$ cat src/rtl/priority_encoder_pkg.sv
// Shared constants and helpers for the pipelined priority encoder.
// Latency: n/a (package only).
// Backpressure: n/a (package only).
package priority_encoder_pkg;

  localparam int PE_WIDTH_DEFAULT = 16;
  localparam int PE_SEG_W_DEFAULT = 4;
  localparam int PE_WIDTH_MAX     = 256;

  // Binary index of a one-hot word; returns 0 for an all-zero word.
  function automatic logic [7:0] onehot_to_idx(input logic [PE_WIDTH_MAX-1:0] oh);
    logic [7:0] idx;
    idx = '0;
    for (int i = 0; i < PE_WIDTH_MAX; i++) begin
      if (oh[i]) idx = idx | 8'(i);
    end
    return idx;
  endfunction

endpackage

$ cat src/rtl/priority_encoder_seg.sv
// Segment finder: one-hot highest/lowest set bit of a SEG_W slice, plus any-set.
// Latency: combinational.
// Backpressure: none (no state).
module priority_encoder_seg #(
  parameter int SEG_W = 4
) (
  input  logic [SEG_W-1:0] seg_i,
  output logic [SEG_W-1:0] left_o,
  output logic [SEG_W-1:0] right_o,
  output logic             any_o
);

  // Ascending scan for the highest bit, descending scan for the lowest; last hit wins.
  always_comb begin
    left_o  = '0;
    right_o = '0;
    for (int i = 0; i < SEG_W; i++) begin
      if (seg_i[i]) begin
        left_o    = '0;
        left_o[i] = 1'b1;
      end
    end
    for (int i = SEG_W - 1; i >= 0; i--) begin
      if (seg_i[i]) begin
        right_o    = '0;
        right_o[i] = 1'b1;
      end
    end
    any_o = |seg_i;
  end

endmodule

$ cat src/rtl/priority_encoder_pipe.sv
// Two-stage left/right priority encoder (one-hot MSB/LSB masks + zero flag); optional indices via PRIORITY_ENCODER_PIPE_IDX_EN.
// Latency: 2 cycles input transfer to data_val_o; 1 word/cycle throughput.
// Backpressure: valid/ready; holds 2 words under stall, data_rdy_o has no path from data_val_i.
module priority_encoder_pipe
  import priority_encoder_pkg::*;
#(
  parameter int WIDTH = PE_WIDTH_DEFAULT,
  parameter int SEG_W = PE_SEG_W_DEFAULT
) (
  input  logic             clk_i,
  input  logic             rst_ni,
  input  logic [WIDTH-1:0] data_i,
  input  logic             data_val_i,
  output logic             data_rdy_o,
  output logic [WIDTH-1:0] data_left_o,
  output logic [WIDTH-1:0] data_right_o,
  output logic             data_zero_o,
  output logic             data_val_o,
  input  logic             data_rdy_i
`ifdef PRIORITY_ENCODER_PIPE_IDX_EN
  ,
  output logic [$clog2(WIDTH)-1:0] data_left_idx_o,
  output logic [$clog2(WIDTH)-1:0] data_right_idx_o
`endif
);

  localparam int NSEG = WIDTH / SEG_W;

  // Parameter legality, rejected at elaboration.
  if (WIDTH < 2 || WIDTH > PE_WIDTH_MAX) begin : g_bad_width
    $error("priority_encoder_pipe: WIDTH must be in 2..256");
  end
  if (SEG_W < 2 || SEG_W > WIDTH || (SEG_W & (SEG_W - 1)) != 0) begin : g_bad_seg
    $error("priority_encoder_pipe: SEG_W must be a power of two in 2..WIDTH");
  end
  if ((WIDTH % SEG_W) != 0) begin : g_bad_mult
    $error("priority_encoder_pipe: WIDTH must be a multiple of SEG_W");
  end

  logic s1_val, s2_val, s1_en, s2_en;

  logic [NSEG-1:0][SEG_W-1:0] seg_left_c, seg_right_c;
  logic [NSEG-1:0]            seg_any_c;
  logic [NSEG-1:0][SEG_W-1:0] seg_left_q, seg_right_q;
  logic [NSEG-1:0]            seg_any_q;

  logic [WIDTH-1:0] left_c, right_c;
  logic             zero_c;

  // Enables come only from registered valids and downstream ready.
  always_comb begin
    s2_en      = !s2_val || data_rdy_i;
    s1_en      = !s1_val || s2_en;
    data_rdy_o = s1_en;
    data_val_o = s2_val;
  end

  for (genvar k = 0; k < NSEG; k++) begin : g_seg
    priority_encoder_seg #(.SEG_W(SEG_W)) u_seg (
      .seg_i  (data_i[k*SEG_W +: SEG_W]),
      .left_o (seg_left_c[k]),
      .right_o(seg_right_c[k]),
      .any_o  (seg_any_c[k])
    );
  end

  // Stage 1: capture per-segment results; data only loads on an accepted word.
  always_ff @(posedge clk_i or negedge rst_ni) begin
    if (!rst_ni) begin
      s1_val      <= 1'b0;
      seg_left_q  <= '0;
      seg_right_q <= '0;
      seg_any_q   <= '0;
    end else if (s1_en) begin
      s1_val <= data_val_i;
      if (data_val_i) begin
        seg_left_q  <= seg_left_c;
        seg_right_q <= seg_right_c;
        seg_any_q   <= seg_any_c;
      end
    end
  end

  // Stage 2 combine: highest occupied segment supplies left, lowest supplies right.
  always_comb begin
    left_c  = '0;
    right_c = '0;
    for (int k = 0; k < NSEG; k++) begin
      if (seg_any_q[k]) begin
        left_c                     = '0;
        left_c[k*SEG_W +: SEG_W]   = seg_left_q[k];
      end
    end
    for (int k = NSEG - 1; k >= 0; k--) begin
      if (seg_any_q[k]) begin
        right_c                    = '0;
        right_c[k*SEG_W +: SEG_W]  = seg_right_q[k];
      end
    end
    zero_c = ~|seg_any_q;
  end

  // Stage 2 output registers.
  always_ff @(posedge clk_i or negedge rst_ni) begin
    if (!rst_ni) begin
      s2_val       <= 1'b0;
      data_left_o  <= '0;
      data_right_o <= '0;
      data_zero_o  <= 1'b0;
    end else if (s2_en) begin
      s2_val <= s1_val;
      if (s1_val) begin
        data_left_o  <= left_c;
        data_right_o <= right_c;
        data_zero_o  <= zero_c;
      end
    end
  end

`ifdef PRIORITY_ENCODER_PIPE_IDX_EN
  localparam int IDX_W = $clog2(WIDTH);
  logic [IDX_W-1:0] left_idx_c, right_idx_c;

  // One-hot masks are zero for an empty word, so the indices fall to 0 too.
  always_comb begin
    left_idx_c  = IDX_W'(onehot_to_idx(PE_WIDTH_MAX'(left_c)));
    right_idx_c = IDX_W'(onehot_to_idx(PE_WIDTH_MAX'(right_c)));
  end

  // Index registers track the mask registers exactly.
  always_ff @(posedge clk_i or negedge rst_ni) begin
    if (!rst_ni) begin
      data_left_idx_o  <= '0;
      data_right_idx_o <= '0;
    end else if (s2_en && s1_val) begin
      data_left_idx_o  <= left_idx_c;
      data_right_idx_o <= right_idx_c;
    end
  end
`endif

endmodule
$ cat config.mk
export PLATFORM = sky130hd
export DESIGN_NAME = priority_encoder_pipe
export DESIGN_NICKNAME = d
export VERILOG_FILES = /design/src/rtl/priority_encoder_pkg.sv /design/src/rtl/priority_encoder_seg.sv /design/src/rtl/priority_encoder_pipe.sv
export SDC_FILE = /design/constraint.sdc
export NUM_CORES = 1
export LEC_CHECK = 0
export ABC_AREA = 1
export CORE_MARGIN = 10
export CORE_UTILIZATION = 47
export DETAILED_ROUTE_END_ITERATION = 12
export HOLD_SLACK_MARGIN = 0.05
export PLACE_DENSITY = 0.85
export SETUP_SLACK_MARGIN = 0.3
export SLEW_MARGIN = 10
export SYNTH_ARGS = -nofsm -noshare
export SYNTH_HDL_FRONTEND = slang
export SYNTH_SLANG_ARGS = --single-unit
$ cat constraint.sdc
create_clock -name clk_i -period 1 [get_ports clk_i]
set_input_delay 0.2 -clock clk_i [delete_from_list [all_inputs] [get_ports clk_i]]
set_output_delay 0.2 -clock clk_i [all_outputs]
set_load 0.01 [all_outputs]
* Word-level counts from Yosys, hierarchy flattened
Cells that the tools add are included.
** Storage, ports and cells
- Logic and storage cells :: 66
- Bits of input ports :: 20
- Flip-flop bits (word level) :: 71
- Output and inout bits :: 35
** Cells by class
- Reduce and logical (&&, ||, !) cells :: 12
- Muxes and demuxes :: 40
** Operator list (count)
- $mux W16 :: 7
- $mux W4 :: 21
- $reduce_or A4 Y1 :: 5
- $mux W3 :: 4
- $mux W2 :: 4
- $mux W1 :: 4
- $reduce_and A2 Y1 :: 2
- $logic_not A1 Y1 :: 3
- $logic_or A1 B1 Y1 :: 2

* Logic depth before layout (Yosys ltp)
Gate-level depths: netlist (run 1).
- Depth in word-level cells :: 4
- Mapped depth :: 7
- Mapped depth without buffers :: 6

* By module
A second synthesis (run 1) with hierarchy kept.
** Second synthesis, totals
- Cells, all modules :: 389
- Area total of the unflattened synthesis :: 3210.6 µm²
** Modules (own cells, without submodules)
- priority_encoder_pipe :: cells each 313, area each 2895.3 µm², instances 1
- priority_encoder_seg :: cells each 19, area each 78.8 µm², instances 4

* Least setup slack after synthesis (run 1)
OpenSTA, ideal clock, no wires.
- Path kind :: flip-flop to flip-flop
- Start :: register s2_val (netlist: data_val_o)
- End :: register data_right_o[12]
- Buffers on the path :: 2
- Data required time :: 0.880 ns
- Period minus slack after synthesis :: 1.155 ns
- Slack :: -0.155 ns
- Cell stages (with the launch flop) :: 7
- Data arrival time :: 1.034 ns
- Library setup time :: 0.120 ns
- Path through :: dfrtp_1 nand2_4 nand2_4 buf_8 buf_8 nand2_1 o21ai_2
** Between the ends
- Word-level cells in the longest chain between the ends :: 3
** RTL lines
- start: declaration :: line priority_encoder_pipe.sv:40 : logic s1_val, s2_val, s1_en, s2_en;
- start signal: assignment :: line priority_encoder_pipe.sv:111 : s2_val <= s1_val;
- $logic_not A1 Y1 :: line priority_encoder_pipe.sv:52 : s2_en = !s2_val || data_rdy_i;
- $logic_or A1 B1 Y1 :: line priority_encoder_pipe.sv:52
- $reduce_and A2 Y1 (no source line)
- end signal: assignment :: line priority_encoder_pipe.sv:114 : data_right_o <= right_c;
- end: declaration :: line priority_encoder_pipe.sv:16 : output logic [WIDTH-1:0] data_right_o,
No other way between the ends.
A chain may end at the register's enable or synchronous reset.

* Final worst setup path (run 1)
- Start :: register s1_val
- End :: register seg_right_q[3] in the netlist's numbering
** Between the ends
- Word-level cells in the longest chain between the ends :: 3
** RTL lines
- start: declaration :: line priority_encoder_pipe.sv:40
- start signal: assignment :: line priority_encoder_pipe.sv:75 : s1_val <= data_val_i;
- $logic_not A1 Y1 :: line priority_encoder_pipe.sv:53 : s1_en = !s1_val || s2_en;
- $logic_or A1 B1 Y1 :: line priority_encoder_pipe.sv:53
- $reduce_and A2 Y1 (no source line)
- end signal: assignment :: line priority_encoder_pipe.sv:78 : seg_right_q <= seg_right_c;
- end: declaration :: line priority_encoder_pipe.sv:44 : logic [NSEG-1:0][SEG_W-1:0] seg_left_q, seg_right_q;
No other way between the ends.

==> results.toml, run 1 <==
[status]
status = "finished, violations left"
violations = "negative hold slack, negative setup slack"

[floorplanning]
row_count = 29
num_io_pins = 55
die_area_sq_um = 10200
die_h_um = 101
start_util = 0.485
die_x_um = 101
core_area_sq_um = 6390

[sta]
finalHoldViolations = 71
skew_ns = 0.00809
worst_slack_ns = -0.262
period_share = 1.26
rsz0062_at_grt = "true"
tightest_slew_ns = 0.380
fin_hold_ws_ns = -0.142
drv_slew = 0
period_minus_slack_ns = 1.26
fmaxAchievable_ghz = 0.792
maxSlewHeadroom = 0.747
finalSetupViolCount = 106

[setup_path]
r2r-start = "s1_val"
cp-start-kind = "flop"
cp_max_fo = 8
r2r_slack_ns = -0.26
reg2reg_depth = 6
endpoint_kind = "flop"
worstPathRequired_ns = 1.23
arrival_ns = 1.49
timing.rr.end = "seg_right_q[3]"
path_class = "flop to flop"

[min_path]
hp-class = "primary input to asynchronous set/reset pin"

[route]
wire_per_inst_um = 21.5
routed_via_density = 5.84
first_pass_iters = 5
drc = 0
via_count = 3150
ant_nets = 0
wirelength_um = 11600
drt_iter0_drc = 363

[synthesis]
synthTopCellsByArea = "dfrtp_1, nand2_1, o21ai_0"
async_reset_ff_frac = 1.00
synth_edf_count = 0
synth_top_area_frac = 0.573
synth-main-ff-cell = "dfrtp_1"
syn_nets = 365
synth_top_cell_by_area = "dfrtp_1"
synth_xor_xnor_area_share = 0
synthTopCellsByCount = "nand2_1, dfrtp_1, o21ai_0"
avgSynthCellArea_sq_um = 8.98
synth.area.mux_share = 0
syn_inst = 345
synth-seq-cells = 71
yosysMostFrequentCell = "nand2_1"
yosysWarnings = 0
synth-simple-area-share = 0.250
synth_top_family_by_area = "simple AND/OR/NAND/NOR gates"
yosys.area_share.adder = 0
synth_compound_area_frac = 0.104
ys_types = 18
ys_seq_area_frac = 0.573
synthesis.area_sq_um = 3100

[final_layout]
diodes = 0
drive_gt1_frac = 0.483
area_delta_synth_final_pct = 58.7
nFillCells = 346
nets = 477

[clock_tree]
cts_tree = "built"
clock-sinks = 71
insertion_delay_ns = 0.36
htreeDepth = 3
path_clk_slew_ns = 0.07
cts_buffers = 9
ctsLongestPathBuffers = 2
root_buffer = "clkbuf_8"

[global_routing]
grt-busiest-layer = "met2"
grt_pass1_wl_um = 14800
use_met3 = 0.0477
grt_usage = 0.182
grt_pass1_vias = 2969
grtUsageMet2 = 0.298
grt_remaining_overflow = 0
grt_max_degree = 72
antenna_found_initial = 0
met1_usage = 0.213

[placed_design]
pre_cts_slack_ns = -0.539
place_congestion = 0.868
place.port_buffers = 54
dp_hpwl_um = 5210

[power_and_ir_drop]
ir_drop_uv = 1020
powerDensity_nw_per_um2 = 1620
p_leak_uw = 0.00251

[job]
max-cap-violations = 0
critical path, stage by stage, from the launching register on:
cell     delay [ns]
dfrtp_1        0.45
nand3_4        0.10
buf_6          0.16
nand2_4        0.14
inv_4          0.09
nand2_1        0.10
nand2_1        0.09
where the power goes:
| group | internal [uW] | switching (uW) | leakage, uW | total, uW |
|---|---|---|---|---|
| Sequential | 3130 | 281 | 0.000940 | 3420 |
| Clock | 1030 | 1140 | 0.0000894 | 2170 |
| Combinational | 1090 | 1270 | 0.00148 | 2360 |
repair_timing:
action	4_1_cts	5_1_grt
endpoints found under the hold margin	71	71
buffers inserted	10	10
pin swaps	2	11
gates resized for setup	213	106
setup endpoints to repair	106	106
gates cloned	5	6
layout by cell type, fill, tap and decap left out, drive strengths merged:
master / netlist / layout
buf: 14 / 92
clkbuf: 1 / 18
clkdlybuf4s50: 0 / 18
clkinv: 0 / 2
clkinvlp: 0 / 1
dfrtp: 71 / 71
inv: 20 / 20
nand2: 131 / 132
nand3: 31 / 31
nor2: 20 / 20
o21ai: 57 / 57
worst max-delay path by stage:
stage                          start                to  slack [ns]  cells past startpoint
final                         s1_val    seg_right_q[3]       -0.26                      6
after floorplan           data_val_o  data_right_o[12]       -0.11                      6
after global routing      data_val_o   seg_right_q[13]       -0.31                      5
after detailed placement  data_rdy_i        data_rdy_o       -0.54                      4
after CTS                     s1_val        data_rdy_o       -0.19                      2
after global placement    data_rdy_i        data_rdy_o       -0.52                      4
cell type report:
| cell class | count | area, sq um | share of cell area |
|---|---|---|---|
| clock buffers | 13 | 159 | 0.0323 |
| clock inverters | 3 | 17.5 | 0.00356 |
| inverters | 20 | 77.6 | 0.0158 |
| multi-input cells | 240 | 1570 | 0.320 |
| flip-flops and latches | 71 | 1780 | 0.362 |
| well taps | 77 | 96.3 | 0.0196 |
| repair buffers | 115 | 1210 | 0.247 |
registers in the layout (all words and copies together), names as in the netlist:
name          cells
data_zero_o       1
data_val_o        1
s1_val            1
seg_right_q      16
seg_any_q         4
data_right_o     16
data_left_o      16
seg_left_q       16
cells by family (layout without fill, tap and decap cells):
group	Yosys count	count (layout)
buffers and inverters	35	151
flip-flops	71	71
AND/OR/NAND/NOR	182	183
AO/OA/AOI/OAI	57	57
metrics by stage:
stage                     cells  instance area, sq um   util  power, uW  TNS, ns
final                       539                  4920  0.770       7940   -18.46
after global routing        539                  4920  0.770       8180   -21.11
after CTS                   523                  4280  0.670       7140   -13.98
after detailed placement    492                  3900  0.611       4770   -34.65
after global placement      492                  3900  0.611       4710   -32.61
after floorplan             345                  3100      -       4080    -4.26
per-layer routing:
layer,wire (um),share of wire
met1,4300,0.37
met2,5880,0.51
met3,910,0.078
met4,519,0.045
met5,0,0
No activity file was read; power rests on OpenSTA's default activity.
==> run 2, diff against run 1 <==
--- a/config.mk
+++ b/config.mk
@@ -7,12 +7,14 @@
 export LEC_CHECK = 0
 export ABC_AREA = 1
 export CORE_MARGIN = 10
-export CORE_UTILIZATION = 47
+export CORE_UTILIZATION = 49
+export CTS_BUF_LIST = sky130_fd_sc_hd__clkbuf_4 sky130_fd_sc_hd__clkbuf_8
 export DETAILED_ROUTE_END_ITERATION = 12
 export HOLD_SLACK_MARGIN = 0.05
-export PLACE_DENSITY = 0.85
+export PLACE_DENSITY = 0.88
 export SETUP_SLACK_MARGIN = 0.3
 export SLEW_MARGIN = 10
 export SYNTH_ARGS = -nofsm -noshare
 export SYNTH_HDL_FRONTEND = slang
+export SYNTH_HIERARCHICAL = 1
 export SYNTH_SLANG_ARGS = --single-unit
==> run 2 against run 1 <==
  * The flow still finishes with violations (negative hold slack, negative setup slack)
  * Total power shrank 3.1%
  * First-iteration DRC count shrank 64%
  * Largest power group unchanged
  * Critical endpoint is now data_right_o[7]
  * Sequential share of layout area grew 0.53 points
  * Clock power grew 6%
  * Clock skew shrank 0.0027 ns
  * Design area shrank 1.5%
  * Critical path type unchanged
==> results.toml, run 2 <==
[status]
status = "finished, violations left"
violations = "negative hold slack, negative setup slack"

[floorplanning]
row_count = 29
start_util = 0.506
die_x_um = 101
num_io_pins = 55
die_h_um = 101
die_area_sq_um = 10200
core_area_sq_um = 6350

[synthesis]
async_reset_ff_frac = 1.00
synthTopCellsByCount = "nand2_1, dfrtp_1, nand3_1"
synthTopCellsByArea = "dfrtp_1, nand2_1, nand3_1"
synth_top_cell_by_area = "dfrtp_1"
synth_edf_count = 0
syn_nets = 409
yosysMostFrequentCell = "nand2_1"
avgSynthCellArea_sq_um = 8.25
ys_seq_area_frac = 0.553
synth-main-ff-cell = "dfrtp_1"
yosysWarnings = 6
synthesis.area_sq_um = 3210
synth_top_area_frac = 0.553
syn_inst = 389
synth-seq-cells = 71
ys_types = 16

[sta]
skew_ns = 0.00535
fin_hold_ws_ns = -0.137
worst_slack_ns = -0.237
tightest_slew_ns = 0.372
period_share = 1.24
finalHoldViolations = 71
maxSlewHeadroom = 0.752
finalSetupViolCount = 106
rsz0062_at_grt = "true"
period_minus_slack_ns = 1.24
fmaxAchievable_ghz = 0.808
drv_slew = 0

[final_layout]
area_delta_synth_final_pct = 50.9
final_cell_mix = "nand2_1, dfrtp_1, buf_4"
final_util = 0.763
final_common_cell = "nand2_1"
drive_gt1_frac = 0.408
diodes = 0
fin_cells = 579
nets = 517

[placed_design]
dp_hpwl_um = 5350
place_congestion = 0.825
pre_cts_slack_ns = -0.658
place_inst = 521
place.port_buffers = 54

[setup_path]
crit_start = "data_val_o"
endpoint_kind = "flop"
slowest_stage = "dfrtp_2"
arrival_ns = 1.47
r2r_slack_ns = -0.24
cp_max_fo = 8
worstPathRequired_ns = 1.24
reg2reg_depth = 6
cp-start-kind = "flop"
path_class = "flop to flop"
r2r-start = "data_val_o"
crit_chain = "buf_4 > nand2_4 > nand2_8 > clkbuf_16 > nand2_1 > o21ai_1"
crit_path_max_incr_delay_ns = 0.43
crit_end = "data_right_o[7]"
timing.rr.end = "data_right_o[7]"

[route]
ant_nets = 0
first_pass_iters = 4
wirelength_um = 9190
wire_per_inst_um = 15.9
via_count = 3069
drc = 0
routed_via_density = 5.30
drt_iter0_drc = 130

[clock_tree]
insertion_delay_ns = 0.35
clock-sinks = 71
path_clk_slew_ns = 0.07
htreeDepth = 3
cts_buffers = 9
root_buffer = "clkbuf_8"
cts_tree = "built"
ctsLongestPathBuffers = 2

[global_routing]
grt_max_degree = 72
grt_remaining_overflow = 0
grt_usage = 0.172
grt_pass1_wl_um = 14000
antenna_found_initial = 0
grt_pass1_vias = 3040

[power_and_ir_drop]
p_leak_uw = 0.00249
powerDensity_nw_per_um2 = 1590
ir_drop_uv = 1000

[job]
max-cap-violations = 0

[min_path]
hp-class = "primary input to asynchronous set/reset pin"
==> run 2: changes by cell type after synthesis, moves of 3 or more <==
cell      delta
nand3_1     +30
nor2_1      +19
o21ai_1     -12
nand2_1     +10
o21ai_2     -10
inv_1        -8
inv_2        +7
buf_4        +6
buf_2        +5
clkbuf_1     +3
==> run 2: logic make-up after synthesis <==
group | count (synthesis) | synth area share
and+or+nand+nor | 238 | 0.311
DFF | 71 | 0.553
buffers and inverters | 47 | 0.0838
AOI/OAI and AO/OA | 33 | 0.0514
==> run 2: worst max-delay path: cells and delay by family, from the launching register on <==
family	cells	cell delay, ns
flip-flops	1	0.43
AO/OA/AOI/OAI	1	0.07
AND/OR/NAND/NOR	3	0.26
buffers and inverters	2	0.35
==> run 2: what timing repair did <==
item | in CTS | in global routing
pin swaps | 9 | 1
gates cloned | 5 | 3
endpoints found under the hold margin | 71 | 71
setup endpoints to repair | 106 | 106
setup buffers | 23 | 11
gates resized for setup | 180 | 53
==> run 2: worst min path at each step <==
stage | to | slack, ns
2_1_floorplan | data_left_o[0] | -0.1
3_3_place_gp | data_left_o[4] | 0.25
3_5_place_dp | data_left_o[4] | 0.25
4_1_cts | data_left_o[4] | -0.13
5_1_grt | data_left_o[4] | -0.11
6_report | data_left_o[5] | -0.14
==> run 2: power by group <==
part	internal, uW	leakage, uW	switching, uW	total (uW)
Sequential	3130	0.000941	193	3330
Combinational	1020	0.00144	1030	2060
Clock	1260	0.000107	1050	2310
Total	5420	0.00249	2280	7700
==> run 2: layout make-up <==
type	instances	area (sq um)
tap	77	96.3
timing repair buffer	125	1250
multi-input combinational	271	1460
clock buffer	12	153
fill	414	1510
clock inverter	4	45.0
sequential	71	1780
inverter	19	71.3
==> run 2: through the flow <==
stage	setup TNS, ns	instance area, sq um	total power [uW]
6_report	-16.98	4840	7700
5_1_grt	-21.44	4840	8030
4_1_cts	-15.88	4510	7410
3_5_place_dp	-37.96	4070	4820
3_3_place_gp	-35.66	4070	4760
2_1_floorplan	-3.13	3390	4150
==> run 2: routing by layer <==
metal	track usage	part of all wire	wire [um]
met5	0	0	0
met4	0.102	0.037	341
met3	0.0460	0.058	532
met2	0.297	0.51	4690
met1	0.185	0.39	3630
==> run 3, diff against run 2 <==
--- a/config.mk
+++ b/config.mk
@@ -11,7 +11,7 @@
 export CTS_BUF_LIST = sky130_fd_sc_hd__clkbuf_4 sky130_fd_sc_hd__clkbuf_8
 export DETAILED_ROUTE_END_ITERATION = 12
 export HOLD_SLACK_MARGIN = 0.05
-export PLACE_DENSITY = 0.88
+export PLACE_DENSITY_LB_ADDON = 0.08
 export SETUP_SLACK_MARGIN = 0.3
 export SLEW_MARGIN = 10
 export SYNTH_ARGS = -nofsm -noshare
==> run 3 against run 2 <==
  * The run still ends with negative hold slack, negative setup slack left
  * First-iteration DRC count down 3.8%
  * Count of clock-buffer cells in the layout fell by 3
  * Flip-flop and latch count stayed put
  * Sequential power about the same
  * Clock power rose by 11%
  * Non-clock buffer count rose by 1
  * Sequential share of layout area down 0.86 points
  * Combinational power rose by 7%
  * Setup slack better by 0.014 ns
  * Die area unchanged
  * Total power grew 5.0%
==> results.toml, run 3 (same netlist as run 2, synthesis figures left out) <==
[setup_path]
r2r_slack_ns = -0.22
crit_start = "data_val_o"
worstPathRequired_ns = 1.24
arrival_ns = 1.46
endpoint_kind = "flop"
timing.rr.end = "data_left_o[9]"
reg2reg_depth = 6
cp_max_fo = 8
cp-start-kind = "flop"
crit_end = "data_left_o[9]"
r2r-start = "data_val_o"
path_class = "flop to flop"

[global_routing]
grt_remaining_overflow = 0
antenna_found_initial = 0
grt_usage = 0.163
grt_pass1_wl_um = 13400
grt_pass1_vias = 2926
grt_max_degree = 44

[sta]
finalHoldViolations = 71
finalSetupViolCount = 106
maxSlewHeadroom = 0.814
period_share = 1.22
period_minus_slack_ns = 1.22
skew_ns = 0.0103
fin_hold_ws_ns = -0.0951
rsz0062_at_grt = "true"
fmaxAchievable_ghz = 0.818
worst_slack_ns = -0.223
tightest_slew_ns = 0.279
drv_slew = 0

[floorplanning]
die_h_um = 101
core_area_sq_um = 6350
start_util = 0.506
num_io_pins = 55
row_count = 29
die_x_um = 101
die_area_sq_um = 10200

[placed_design]
place.port_buffers = 54
pre_cts_slack_ns = -0.536
dp_hpwl_um = 5350
place_congestion = 0.782
place_area_sq_um = 4100

[final_layout]
final_util = 0.782
final_cell_mix = "nand2_1, dfrtp_1, buf_4"
final_common_cell = "nand2_1"
drive_gt1_frac = 0.461
diodes = 0
nFillCells = 434
fin_area_sq_um = 4960
area_delta_synth_final_pct = 54.6
nets = 518

[clock_tree]
postCtsHoldBufs = 1
htreeDepth = 3
cts_tree = "built"
ctsLongestPathBuffers = 2
cts_buffers = 9
clock-sinks = 71
path_clk_slew_ns = 0.09
insertion_delay_ns = 0.36
root_buffer = "clkbuf_8"

[route]
ant_nets = 0
via_count = 3001
routed_via_density = 5.17
wirelength_um = 9100
wire_per_inst_um = 15.7
drt_iter0_drc = 125
first_pass_iters = 4
drc = 0

[power_and_ir_drop]
powerDensity_nw_per_um2 = 1630
p_leak_uw = 0.00259
ir_drop_uv = 1150

[status]
violations = "negative hold slack, negative setup slack"
status = "finished, violations left"

[job]
max-cap-violations = 0

[min_path]
hp-class = "primary input to asynchronous set/reset pin"
run 3: metrics by stage:
step	TNS [ns]	power (uW)	cells
2_1_floorplan	-3.13	4150	389
3_3_place_gp	-34.35	4820	523
3_5_place_dp	-36.10	4850	523
4_1_cts	-15.48	7490	551
5_1_grt	-18.56	8420	580
6_report	-15.00	8090	580
run 3: layout make-up:
cell class	instances	area (sq um)	share of cell area
sequential	71	1780	0.358
clock buffer	9	124	0.0249
tap	77	96.3	0.0194
clock inverter	7	97.6	0.0197
timing repair buffer	126	1190	0.239
multi-input combinational	271	1610	0.324
inverter	19	71.3	0.0144
run 3: routing by layer:
metal,part of all wire,track usage
met5,0,0
met4,0.023,0.0975
met3,0.057,0.0446
met2,0.50,0.256
met1,0.42,0.196
run 3: how the worst min path moves through the flow:
stage / start / end / slack (ns) / cells past startpoint
3_3_place_gp: rst_ni / data_left_o[5] / 0.21 / 2
2_1_floorplan: rst_ni / data_left_o[0] / -0.1 / 0
3_5_place_dp: rst_ni / data_left_o[5] / 0.21 / 2
4_1_cts: data_val_i / seg_left_q[15] / 0.19 / 3
5_1_grt: rst_ni / data_left_o[7] / -0.08 / 3
6_report: rst_ni / data_left_o[6] / -0.1 / 3
run 3: what timing repair did:
item / 4_1_cts / 5_1_grt
gates cloned: 2 / 6
pin swaps: 1 / 2
resized for setup: 154 / 117
hold endpoints to repair: 71 / 71
setup buffers: 9 / 23
setup endpoints to repair: 106 / 134
run 3: power by group:
group / switching (uW) / internal, uW
clock: 1160 / 1410
sequential: 182 / 3130
combinational: 1140 / 1060
run 3: worst max-delay path, cell delays in order (launching register included):
cell	delay, ns
dfrtp_2	0.45
buf_6	0.14
nand2_8	0.07
nand2_8	0.12
clkbuf_16	0.21
nand2_4	0.06
o21ai_1	0.06
==> edit 1, RTL diff (config.mk and constraints of run 2) <==
Build with the macro `PRIORITY_ENCODER_PIPE_IDX_EN` defined.
--- a/src/rtl/priority_encoder_pipe.sv
+++ b/src/rtl/priority_encoder_pipe.sv
@@ -2,4 +2,6 @@
 // Latency: 2 cycles input transfer to data_val_o; 1 word/cycle throughput.
 // Backpressure: valid/ready; holds 2 words under stall, data_rdy_o has no path from data_val_i.
+`define PRIORITY_ENCODER_PIPE_IDX_EN
+
 module priority_encoder_pipe
   import priority_encoder_pkg::*;
Check against the original RTL (old outputs only; new: data_left_idx_o and data_right_idx_o): equivalent (Yosys induction, for registers that start in step).
==> edit 1 against run 2 <==
The flow still finishes with violations (hold timing, setup timing). Global-route usage grew 0.62 points. Area after synthesis grew 18%. Worst setup slack lost 0.26 ns. Worst hold slack lost 0.15 ns. Total power grew 28%. Wire length grew 46%. Fmax shrank 17%. Cell count grew 12%. Clock skew grew 0.0019 ns. Sequential cell count grew 8. Count of clock-buffer cells in the layout shrank 2. Cell area grew 19%. Utilization shrank 0.87 points. Largest power group unchanged.
==> edit 1: results (changes against run 2) <==
RUN_STATUS='finished with violations'
DRT_FIRST_ITER_VIOLATIONS=467  # +260%
PRE_CTS_SLACK_NS=-0.600  # +0.0576 ns
DETAIL_ROUTE.WIRELENGTH_MM=13.4  # +46%
MAX_SLEW_MARGIN_PCT=77.0  # +1.8 points
SETUP_VIOLATIONS=121  # +14%
CRITICAL_PATH.TOP_DELAY_FAMILY='compound AO/OA/AOI/OAI gates'
POSTSYNTHNETCOUNT=400  # -2.2%
FIRSTDRTPASSITERS=6  # +2
HOLD_VIOLATIONS=59  # -17%
CLOCK_INSERTION_DELAY_WORST_SKEW_NS=0.37  # +0.02 ns
FINAL.HOLD.WORST_SLACK_NS=-0.289  # -0.152 ns
CLOCK_NETWORK_POWER_CONSUMPTION_mW=2.97  # +29%
POSTLAYOUTSETUPSLACKWORST_NS=-0.494  # -0.257 ns
CRITICAL_PATH_FANOUT_MAX=5  # -3
SYNTH.LIB_CELLS_USED.DISTINCT=29  # +13
P_COMB_SHARE_PCT=30.3  # +3.6 points
PLACE.GP.CONGESTION=0.870  # +5.4%
FINALCLOCKSKEW_NS=0.00726  # +0.00192 ns
CRIT_ARRIVAL_NS=1.73  # +0.26 ns
PLACEMENT.IO_BUFFERS=62  # +15%
FINAL_NET_COUNT=564  # +9.1%
GRT_PASS1_WL_MM=16.6  # +18%
FAILED_CHECKS='hold timing, setup timing'
POST_ROUTE_CELLS_DRIVE_ABOVE_1_SHARE_PCT=50.1  # +9.3 points
==> edit 1: kinds of logic (layout without fill, tap and decap cells) <==
family                 count (synthesis)  count (layout)  share of synthesized area, %
muxes                                 33              33                          13.1
AOI/OAI and AO/OA                     43              43                          6.63
DFF                                   79              79                          52.1
and+or+nand+nor                      177             178                          20.0
buffers and inverters                 48             216                          8.18
==> edit 1: repair_timing <==
item                                    4_1_cts  5_1_grt
pin swaps                                     2        9
gates cloned                                  2       12
endpoints found under the setup margin      122      122
endpoints found under the hold margin        79       59
resized for setup                           196       52
buffers inserted                             24       20
==> edit 1: layout make-up <==
class	count	area [um^2]
well taps	102	128
clock buffers	10	138
clock inverters	6	108
inverters	25	106
fillers	423	1880
multi-input cells	254	1680
flip-flops and latches	79	1980
repair buffers	175	1630
==> edit 1: per-layer routing <==
layer | global-route usage, % | vias to the layer above | part of all wire [%]
li1 | - | 1568 | -
met1 | 20.7 | 1778 | 36
met2 | 29.3 | 188 | 50
met3 | 4.94 | 68 | 8.7
met4 | 9.83 | 0 | 5.0
met5 | 0 | - | 0
==> edit 1: metrics by stage <==
| step | utilization, % | hold WS [ns] | instance area, um^2 | setup TNS (ns) | cells |
|---|---|---|---|---|---|
| after global routing | 75.4 | -0.274 | 5770 | -38.27 | 651 |
| after CTS | 67.6 | -0.280 | 5170 | -27.85 | 619 |
| after floorplan | - | -0.0956 | 3850 | -13.93 | 380 |
| after global placement | 63.5 | 0.101 | 4860 | -45.14 | 577 |
| final | 75.4 | -0.289 | 5770 | -34.62 | 651 |
| after detailed placement | 63.5 | 0.109 | 4860 | -47.29 | 577 |
==> edit 2, RTL diff (settings of run 2) <==
Without the edit above. The package constant `PE_WIDTH_DEFAULT` goes from 16 to 12.
--- a/src/rtl/priority_encoder_pkg.sv
+++ b/src/rtl/priority_encoder_pkg.sv
@@ -4,5 +4,5 @@
 package priority_encoder_pkg;
 
-  localparam int PE_WIDTH_DEFAULT = 16;
+  localparam int PE_WIDTH_DEFAULT = 12;
   localparam int PE_SEG_W_DEFAULT = 4;
   localparam int PE_WIDTH_MAX     = 256;
Interface: changed (resized data_i, data_left_o and data_right_o); port bits go from 55 to 43. The function was not compared with the original's and may differ.
==> edit 2 against run 2 <==
The run ends with setup timing left. Global-route usage is essentially flat. Cell count is 19% lower. Cell area fell by 21%. Total power shrank 25%. Die area is 19% lower. Wire length down 6.2%. Sequential share of layout area down 1.5 points. Area after synthesis fell by 23%. Sequential cell count is 17 lower. Worst setup slack got worse by 0.092 ns.
==> edit 2: results (changes against run 2) <==
P_COMB_SHARE_PCT=33.9  # +7.2 points
GRT_USE_MET1_PCT=19.2  # +0.79 points
CTS-BUFFERS-INSERTED=5  # -4
ROUTED_WIRE_LENGTH_PER_INSTANCE_UM=18.4  # +16%
POWER.COMBINATIONAL.TOTAL_mW=1.96  # -5%
GRT_MAX_DEGREE=55  # -24%
TOTAL_SWITCHING_POWER_mW=1.90  # -17%
MET3_WIRELENGTH_UM=716  # +35%
POSTLAYOUTSETUPSLACKWORST_NS=-0.329  # -0.0923 ns
POSTSYNTHNETCOUNT=328  # -20%
FINALCLOCKSKEW_NS=0.0126  # +0.00726 ns
DETAIL_ROUTE.WIRELENGTH_MM=8.62  # -6.2%
POWER_LEAKAGE_nW=2.08  # -17%
GLOBAL_ROUTE_USAGE_SUM_PCT=17.2  # about the same
WL_MET1_MM=3.29  # -9.3%
CRIT_ARRIVAL_NS=1.53  # +0.06 ns
SYNTH_COMPOUND_GATE_AREA_SHARE_PCT=3.44  # -1.7 points
SETUP_TNS_AFTER_FINAL_LAYOUT_NS=-12.75  # +4.23 ns
TIMING.CRITICAL_PATH.SLOWEST_CELL_DELAY_NS=0.40  # -0.03 ns
CRITICAL_PATH.TOP_DELAY_FAMILY='buffers and inverters'
SYNTH.LIB_CELLS_USED.DISTINCT=12  # -4
PLACEMENT.IO_BUFFERS=42  # -22%
PORTION_OF_THE_POST_SYNTHESIS_AREA_USED_BY_SEQUENTIAL_ELEMENTS_PCT=54.6  # -0.71 points
RUN_STATUS='finished with violations'
SYNTH_COMMONEST_CELLS='nand2_1, dfrtp_1, nand3_1'
VIAS_PER_CELL=5.40  # +1.9%
CLOCK_NETWORK_POWER_CONSUMPTION_mW=1.21  # -48%
FINAL.HOLD.WORST_SLACK_NS=0.390  # +0.527 ns
FAILED_CHECKS='setup timing'
FINAL_NET_COUNT=418  # -19%
AMOUNT_OF_WIRE_ON_MET2_AFTER_DETAILED_ROUTING_MM=4.33  # -7.7%
DRT_FIRST_ITER_VIOLATIONS=207  # +59%
SETUP_VIOLATIONS=81  # -24%
CLK_PIN_SLEW_NS=0.10  # +0.03 ns
==> edit 2: cell count changes after synthesis, moves of 3 or more <==
cell and change:
nand3_1 -25, o21ai_0 -16, nand2_1 -6, nor2_1 -3
dfrtp_1 -17, clkbuf_1 -3
==> edit 2: what timing repair did <==
item,in CTS,in global routing
gates cloned,6,1
pin swaps,1,3
hold buffers,1,0
buffers inserted,18,14
hold endpoints to repair,54,0
gates resized for setup,151,68
setup endpoints to repair,81,81
==> edit 2: cell type report <==
type,count,area [um^2]
multi-input cells,220,1210
clock inverters,2,10.0
fillers,262,981
repair buffers,104,1050
well taps,67,83.8
inverters,17,68.8
clock buffers,5,68.8
flip-flops and latches,54,1350
==> edit 2: tightest hold or removal path: stages <==
cell           delay (ns)
dlygate4sd3_1        0.52
buf_2                0.12
buf_12               0.27
==> edit 2: cell families (layout without fill, tap and decap cells) <==
family | count (synthesis) | in the layout
simple gates | 203 | 203
flops | 54 | 54
buf+inv | 38 | 128
compound gates | 17 | 17
